File: src/rtl/switch_capture_pkg.sv
// switch_capture_pkg: shared widths and debounce FSM state encodings for switch_capture
package switch_capture_pkg;
  localparam int IO_WIDTH = 16;
  typedef enum logic [1:0] {
    IDLE         = 2'd0,
    PRESS_WAIT   = 2'd1,
    HELD         = 2'd2,
    RELEASE_WAIT = 2'd3
  } btn_state_t;
endpackage

File: src/rtl/switch_capture_btn_debounce.sv
// btn_debounce: 2-flop synchronizer plus debounce FSM for the confirm button; press_accept fires in the cycle HELD is entered
module btn_debounce
  import switch_capture_pkg::*;
#(
  parameter int DEBOUNCE_CYCLES = 20
) (
  input  logic clock,
  input  logic reset_n,
  input  logic button,
  output logic btn_level,
  output logic press_accept
);
  localparam int CW = $clog2(DEBOUNCE_CYCLES) + 1;
  localparam logic [CW-1:0] LAST = CW'(DEBOUNCE_CYCLES - 1);
  logic [1:0] sync;
  logic btn;
  logic done;
  logic [CW-1:0] cnt, cnt_inc;
  btn_state_t state;
  assign btn = sync[1];
  assign cnt_inc = (cnt == '1) ? cnt : cnt + CW'(1);
  assign done = cnt_inc == LAST;
  assign press_accept = (state == PRESS_WAIT) && btn && done;
  // two-stage synchronizer for the asynchronous button
  always_ff @(posedge clock or negedge reset_n)
    if (!reset_n) sync <= '0;
    else sync <= {sync[0], button};
  // debounce FSM: the cycle leaving IDLE/HELD counts as the first stable cycle, so D cycles of stable level are required
  always_ff @(posedge clock or negedge reset_n)
    if (!reset_n) begin
      state <= IDLE;
      cnt <= '0;
      btn_level <= 1'b0;
    end else begin
      case (state)
        IDLE:
          if (btn) begin
            state <= PRESS_WAIT;
            cnt <= '0;
          end
        PRESS_WAIT:
          if (!btn) state <= IDLE;
          else if (done) begin
            state <= HELD;
            btn_level <= 1'b1;
          end else cnt <= cnt_inc;
        HELD:
          if (!btn) begin
            state <= RELEASE_WAIT;
            cnt <= '0;
          end
        RELEASE_WAIT:
          if (btn) state <= HELD;
          else if (done) begin
            state <= IDLE;
            btn_level <= 1'b0;
          end else cnt <= cnt_inc;
        default: begin
          state <= IDLE;
          btn_level <= 1'b0;
        end
      endcase
    end
endmodule

File: src/rtl/switch_capture.sv
// switch_capture: captures synchronized switches on each debounced confirm press for CPU IO reads; SWITCH_OVERRUN_EN enables sw_overrun
module switch_capture
  import switch_capture_pkg::*;
#(
  parameter int SW_WIDTH = IO_WIDTH,
  parameter int DEBOUNCE_CYCLES = 20
) (
  input  logic                clock,
  input  logic                reset_n,
  input  logic [SW_WIDTH-1:0] switches,
  input  logic                confirm_button,
  input  logic                ior,
  input  logic                switchctrl,
  output logic [SW_WIDTH-1:0] ioread_data,
  output logic                sw_valid,
  output logic                btn_level,
  output logic                sw_overrun
);
  logic [SW_WIDTH-1:0] sw_s1, sw_s2;
  logic press_accept;
  logic consume;
  assign consume = ior && switchctrl;
  btn_debounce #(.DEBOUNCE_CYCLES(DEBOUNCE_CYCLES)) u_debounce (
    .clock(clock),
    .reset_n(reset_n),
    .button(confirm_button),
    .btn_level(btn_level),
    .press_accept(press_accept)
  );
  // two-stage synchronizer for the asynchronous switch bus
  always_ff @(posedge clock or negedge reset_n)
    if (!reset_n) begin
      sw_s1 <= '0;
      sw_s2 <= '0;
    end else begin
      sw_s1 <= switches;
      sw_s2 <= sw_s1;
    end
  // capture register and valid flag; a capture beats a same-cycle consume
  always_ff @(posedge clock or negedge reset_n)
    if (!reset_n) begin
      ioread_data <= '0;
      sw_valid <= 1'b0;
    end else begin
      if (press_accept) ioread_data <= sw_s2;
      sw_valid <= press_accept ? 1'b1 : consume ? 1'b0 : sw_valid;
    end
`ifdef SWITCH_OVERRUN_EN
  // overrun flags a capture over an unread value; the next consume clears it
  always_ff @(posedge clock or negedge reset_n)
    if (!reset_n) sw_overrun <= 1'b0;
    else sw_overrun <= (press_accept && sw_valid && !consume) ? 1'b1 : consume ? 1'b0 : sw_overrun;
`else
  assign sw_overrun = 1'b0;
`endif
endmodule
File: config.mk
export PLATFORM = sky130hd
export DESIGN_NAME = switch_capture
export DESIGN_NICKNAME = d
export VERILOG_FILES = /design/src/rtl/switch_capture_pkg.sv /design/src/rtl/switch_capture_btn_debounce.sv /design/src/rtl/switch_capture.sv
export SDC_FILE = /design/constraint.sdc
export NUM_CORES = 1
export LEC_CHECK = 0
export ABC_AREA = 1
export CORE_MARGIN = 4
export CORE_UTILIZATION = 35
export DETAILED_ROUTE_END_ITERATION = 8
export GPL_ROUTABILITY_DRIVEN = 0
export PLACE_DENSITY = 0.63
export SLEW_MARGIN = 20
export SYNTH_ARGS = -nofsm -noshare
export SYNTH_HDL_FRONTEND = slang
export SYNTH_SLANG_ARGS = --single-unit
File: constraint.sdc
create_clock -name clock -period 1.9 [get_ports clock]
set_input_delay 0.19 -clock clock [delete_from_list [all_inputs] [get_ports clock]]
set_output_delay 0.19 -clock clock [all_outputs]
set_load 0.005 [all_outputs]
==> flow_metrics.tcl, run 1 <==
set metrics [dict create \
    seq_area_frac_synth_pct 67.1 \
    yosys.area_share.simple_pct 17.5 \
    dp.cells 302 \
    synthMuxAreaShare_pct 0 \
    crit_buf_inv 1 \
    syn_avg_cell_area_um2 11.8 \
    nFillCells 531 \
    ir_drop_uv 647 \
    power_frac_clock_pct 45.1 \
    hpwl_um 2420 \
    finalNonFillerCells 325 \
    totalPowerFinal_w 0.00277 \
    clk_latency_ns 0.33 \
    drive_above_1_share_pct 29.6 \
    p_comb_share_pct 6.3 \
    syn-cell-area_um2 2240 \
    post-route-period-util_pct 95.6 \
    synthArstFlopShare_pct 100 \
    period_minus_slack_ns 1.82 \
    clock_path_buffers 2 \
    ff2ff_path_depth 12 \
    initialDrtViolationCount 68 \
    synth_xor_area_share_pct 0.783 \
    synthFlopType "dfrtp_1" \
    nNetsFinal 267 \
    worst-setup-path-type "reg -> reg" \
    cap_viol_max_count 0 \
    start_util_pct 36.9 \
    synth_cells 190 \
    p_leak_nw 1.45 \
    sw_frac_of_total_pct 22.3 \
    synth_nets 212 \
    drtAntennaViolNets 0 \
    rr_endpoint "ioread_data[15]" \
    worst-path-stages 12 \
    hold_start "confirm_button" \
    status "complete, no violations" \
    whs_path_depth 1 \
    min_path_type "in -> reg" \
    place_area_um2 2710 \
    die_w_um 88.0 \
    cts_tree "yes" \
    clk_pin_slew_worst_paths_ns 0.07 \
    area_growth_pct 38.0 \
    ys_seq_elements 60 \
    clockRootBuffer "clkbuf_8" \
    cp_common_cell "nand2_1" \
    grt_pass1_wl_um 5710 \
    insertedDiodeCount 0 \
    r2r-start "u_debounce.cnt[1]" \
    fp.dieH_um 88.0 \
    cts.sinks 60 \
    cp-end-kind "flop" \
    design.core.area_um2 6060 \
    hold_slack_ns 0.290 \
    power_density_nw_per_um2 897 \
    slowest_stage "dfrtp_2" \
    fin_worst_skew_ns 0.00817 \
    ys_types 25 \
    crit_path_max_incr_delay_ns 0.45 \
    dr.pass1.iters 4 \
    fmax_ghz 0.550 \
    track_usage_pct 10.0 \
    critPathMaxFanout 6 \
    sequentialPowerShare_pct 48.7 \
    numCtsBuffers 9 \
    reg2reg_slack_ns 0.08 \
    critPathLaunchType "flop" \
    critPathArrivalTime_ns 2.04 \
    numPortBuffers 38 \
    final_area_um2 3090 \
    netSwitchingPower_w 0.000618 \
    intPower_w 0.00215 \
    ys_warn_count 0 \
    holdPathEnd "u_debounce.sync[0]" \
    path_delay_family "simple AND/OR/NAND/NOR gates" \
    vias_per_cell 4.26 \
    hold_violations 0 \
    synth_fa_ha_area_share_pct 0.559 \
    rows 28 \
    synth_top_family_by_area "simple AND/OR/NAND/NOR gates" \
    drc_errors 0 \
    synth_edf_count 0 \
    grt_pass1_vias 1251 \
    htree_levels 3 \
    setup_viol 0 \
    io_pins 40 \
    slew_viol_final 0 \
    cp.required_ns 2.13 \
    routedWlPerCell_um 11.7 \
    synth_compound_area_share_pct 7.71 \
    dieArea_um2 7740 \
    cp_cell_sequence "ha_4 > nand2_4 > nor2_4 > nand2_1 > nand2_1 > nand2_2 > nand2_4 > nor2_8 > nand3_4 > buf_4 > nand2_1 > o21ai_2" \
    final_common_cell "dfrtp_1" \
    grt-ovfl-total 0 \
    vias 1386 \
    grt_max_degree 45 \
    most-common-layout-cells "dfrtp_1 (57), clkdlybuf4s50_1 (37), nand2_1 (30), inv_1 (25), nand2_2 (17)" \
    routed_wirelength_um 3820 \
    grt_antenna_before_repair 0 \
]
==> area by class of cell <==
cell class / instances / area, um^2 / share of cell area (%)
repair buffers: 48 / 517 / 16.7
inverters: 26 / 97.6 / 3.16
clock inverters: 7 / 100 / 3.24
flip-flops and latches: 60 / 1510 / 48.7
well taps: 75 / 93.8 / 3.04
multi-input cells: 100 / 651 / 21.1
clock buffers: 9 / 124 / 4.01
==> repair_timing <==
action	in CTS	in global routing
setup buffers	0	3
resized for setup	0	14
hold buffers	1	0
endpoints found under the hold margin	16	0
endpoints found under the setup margin	0	24
==> worst reg2reg max path: cells and delay by family (launching register included) <==
kind	cells	cell delay (ns)
fa+ha+maj	1	0.20
buf+inv	1	0.21
flops	1	0.45
simple gates	9	0.82
compound gates	1	0.05
==> layer usage <==
layer	track usage (%)	part of all wire [%]	vias up
li1	-	-	697
met1	12.5	44	649
met2	14.1	47	36
met3	6.59	7.7	4
met4	3.35	1.2	0
met5	0	0	-
==> sequential cells by signal (all words and copies together), names as in the netlist, named ones only <==
| name | count |
|---|---|
| ioread_data | 16 |
| sw_s1 | 16 |
| sw_s2 | 16 |
| u_debounce.cnt | 6 |
| u_debounce.sync | 2 |
| sw_valid | 1 |
| u_debounce.btn_level | 1 |
| u_debounce.state | 1 |
==> power groups by stage <==
stage | logic [W] | registers, W | clock network, W
floorplan | 0.0000766 | 0.00136 | 0
global placement | 0.000153 | 0.00136 | 0
detailed placement | 0.000155 | 0.00137 | 0
CTS | 0.000157 | 0.00134 | 0.00129
global route | 0.000194 | 0.00135 | 0.00135
finish | 0.000174 | 0.00135 | 0.00125
==> through the flow <==
step / setup TNS (ns) / worst slack, ns / util, %
after floorplan: 0 / 0.228 / -
after global placement: 0 / 0.152 / 44.8
after detailed placement: 0 / 0.116 / 44.8
after CTS: 0 / 0.100 / 48.6
after global routing: -0.0491 / -0.0206 / 50.9
final: 0 / 0.0834 / 50.9
==> cell families after synthesis <==
family | count (synthesis)
AO/OA/AOI/OAI | 22
XOR/XNOR | 2
adder cells (fa/ha/maj) | 1
buffers and inverters | 30
flip-flops | 60
other | 1
AND/OR/NAND/NOR | 74
==> synthesized netlist by cell type, types with 2 or more instances <==
master / number / area [um^2]
dfrtp_1: 60 / 1500
xor2_1: 2 / 17.5
o21ai_1: 2 / 10.0
nand4_1: 2 / 12.5
nand3_1: 7 / 35.0
inv_1: 25 / 93.8
nor2_2: 2 / 12.5
nand2_1: 33 / 124
nand2_2: 16 / 100
o21ai_2: 16 / 140
nor2_1: 7 / 26.3
o21ai_0: 3 / 15.0
buf_6: 3 / 33.8
==> how the worst max path moves through the flow <==
stage,endpoint,from
after floorplan,ioread_data[10],u_debounce.cnt[0]
after global placement,ioread_data[12],u_debounce.cnt[0]
after detailed placement,ioread_data[12],u_debounce.cnt[0]
after CTS,ioread_data[5],u_debounce.cnt[0]
after global routing,ioread_data[0],u_debounce.cnt[1]
final,ioread_data[15],u_debounce.cnt[1]
Note: power is estimated with default switching activity, not from simulation.
==> run 2: changes to the inputs <==
Settings changed: CTS_BUF_LIST set to sky130_fd_sc_hd__clkbuf_4.
==> run 2 against run 1 <==
  * Flip-flop and latch count unchanged
  * Clock-buffer cell count unchanged
  * Clock power decreased by 19%
  * Maximum frequency increased by 0.89%
  * Routed wire length decreased by 2.3%
  * Register-to-register slack improved by 0.02 ns
  * Global-route usage about the same
  * Sequential share of layout area increased by 0.84 points
  * Critical path depth unchanged
  * Highest routed layer unchanged
  * Largest power group unchanged
==> flow_metrics.tcl, run 2 (same netlist as run 1, synthesis figures left out) <==
set metrics [dict create \
    status "complete, no violations" \
    grt_pass1_wl_um 5710 \
    drive_above_1_share_pct 29.6 \
    ff2ff_path_depth 12 \
    routed_wirelength_um 3730 \
    ir_drop_uv 542 \
    worst-setup-path-type "reg -> reg" \
    crit_path_max_incr_delay_ns 0.46 \
    nFillCells 539 \
    fmax_ghz 0.555 \
    p_comb_share_pct 6.8 \
    numPortBuffers 38 \
    most-common-layout-cells "dfrtp_1 (57), clkdlybuf4s50_1 (37), nand2_1 (30), inv_1 (25), nand2_2 (17)" \
    drc_errors 0 \
    htree_levels 3 \
    nNetsFinal 267 \
    critPathArrivalTime_ns 2.09 \
    hold_violations 0 \
    intPower_w 0.00195 \
    hold_slack_ns 0.224 \
    grt_pass1_vias 1251 \
    setup_viol 0 \
    dieArea_um2 7740 \
    design.core.area_um2 6060 \
    p_leak_nw 1.43 \
    die_w_um 88.0 \
    sequentialPowerShare_pct 53.2 \
    critPathMaxFanout 6 \
    area_growth_pct 35.6 \
    cp-startpoint "u_debounce.cnt[1]" \
    slowest_stage "dfrtp_2" \
    grt-ovfl-total 0 \
    critPathLaunchType "flop" \
    vias 1392 \
    fp.dieH_um 88.0 \
    period_minus_slack_ns 1.80 \
    clock_path_buffers 2 \
    rr_endpoint "ioread_data[12]" \
    power_density_nw_per_um2 834 \
    dr.pass1.iters 4 \
    track_usage_pct 10.0 \
    cp-end-kind "flop" \
    final_common_cell "dfrtp_1" \
    fin_worst_skew_ns 0.0136 \
    cts.sinks 60 \
    reg2reg_slack_ns 0.1 \
    numCtsBuffers 9 \
    vias_per_cell 4.28 \
    io_pins 40 \
    worstSetupEndpoint "ioread_data[12]" \
    cap_viol_max_count 0 \
    clk_pin_slew_worst_paths_ns 0.11 \
    r2r-start "u_debounce.cnt[1]" \
    cp.required_ns 2.19 \
    place_area_um2 2710 \
    post-route-period-util_pct 94.8 \
    largestRegisters "ioread_data: 16 flops, sw_s1: 16 flops, sw_s2: 16 flops" \
    drtAntennaViolNets 0 \
    hpwl_um 2420 \
    clockRootBuffer "clkbuf_4" \
    cp_cell_sequence "ha_4 > nand2_4 > nor2_4 > nand2_1 > nand2_1 > nand2_2 > nand2_4 > nor2_8 > nand3_4 > clkbuf_16 > nand2_2 > o21ai_2" \
    initialDrtViolationCount 78 \
    grt_antenna_before_repair 0 \
    start_util_pct 36.9 \
    insertedDiodeCount 0 \
    netSwitchingPower_w 0.000586 \
    grt_max_degree 45 \
    min_path_type "in -> reg" \
    cts_tree "yes" \
    power_frac_clock_pct 40.0 \
    sw_frac_of_total_pct 23.1 \
    final_area_um2 3040 \
    routedWlPerCell_um 11.5 \
    slew_viol_final 0 \
    rows 28 \
    clk_latency_ns 0.39 \
]
run 2: layout make-up:
type                            instances  area (um^2)  share of cell area, %
Inverter                               26         97.6                   3.22
Sequential cell                        60         1510                   49.6
Multi-Input combinational cell        100          651                   21.4
Clock buffer                            9         67.6                   2.23
Timing Repair Buffer                   48          520                   17.1
Clock inverter                          7          100                   3.30
Tap cell                               75         93.8                   3.09
run 2: worst min-delay path by stage:
stage	depth (start not counted)	endpoint	slack [ns]	start
global placement	1	ioread_data[9]	0.15	reset_n
CTS	1	sw_s1[2]	0.19	switches[2]
global route	1	sw_s1[12]	0.16	switches[12]
detailed placement	1	ioread_data[9]	0.15	reset_n
floorplan	0	asynchronous set/reset pin	-0.11	reset_n
finish	1	u_debounce.sync[0]	0.22	confirm_button
run 2: what timing repair did:
| item | 4_1_cts | 5_1_grt |
|---|---|---|
| endpoints found under the setup margin | 0 | 24 |
| hold buffers | 1 | 0 |
| resized for setup | 0 | 15 |
| setup buffers | 0 | 3 |
| hold endpoints to repair | 16 | 0 |
run 2: per-layer routing:
| layer | wire length, um | vias up | part of all wire, % | track usage (%) |
|---|---|---|---|---|
| li1 | - | 700 | - | - |
| met1 | 1640 | 647 | 44 | 12.3 |
| met2 | 1750 | 43 | 47 | 14.0 |
| met3 | 320 | 2 | 8.6 | 6.87 |
| met4 | 19 | 0 | 0.51 | 3.49 |
| met5 | 0 | - | 0 | 0 |
run 2: power groups by stage:
| stage | Combinational (W) | Clock [W] | Sequential (W) |
|---|---|---|---|
| 3_5_place_dp | 0.000155 | 0 | 0.00137 |
| 3_3_place_gp | 0.000153 | 0 | 0.00136 |
| 6_report | 0.000173 | 0.00101 | 0.00135 |
| 2_1_floorplan | 0.0000766 | 0 | 0.00136 |
| 4_1_cts | 0.000157 | 0.00105 | 0.00134 |
| 5_1_grt | 0.000194 | 0.00112 | 0.00135 |
run 2: stage by stage:
step	setup slack, ns	util [%]	setup TNS (ns)	power (W)	instances
global route	-0.00408	50.1	-0.0123	0.00267	325
CTS	0.0910	47.7	0	0.00255	319
global placement	0.152	44.8	0	0.00152	302
detailed placement	0.116	44.8	0	0.00152	302
floorplan	0.228	-	0	0.00144	190
finish	0.0995	50.1	0	0.00253	325
run 2: worst max-delay path: cells and delay by family, from the launching register on:
family | cells | cell delay (ns)
AND/OR/NAND/NOR | 9 | 0.81
flip-flops | 1 | 0.46
buffers and inverters | 1 | 0.21
adder cells (fa/ha/maj) | 1 | 0.20
AO/OA/AOI/OAI | 1 | 0.05
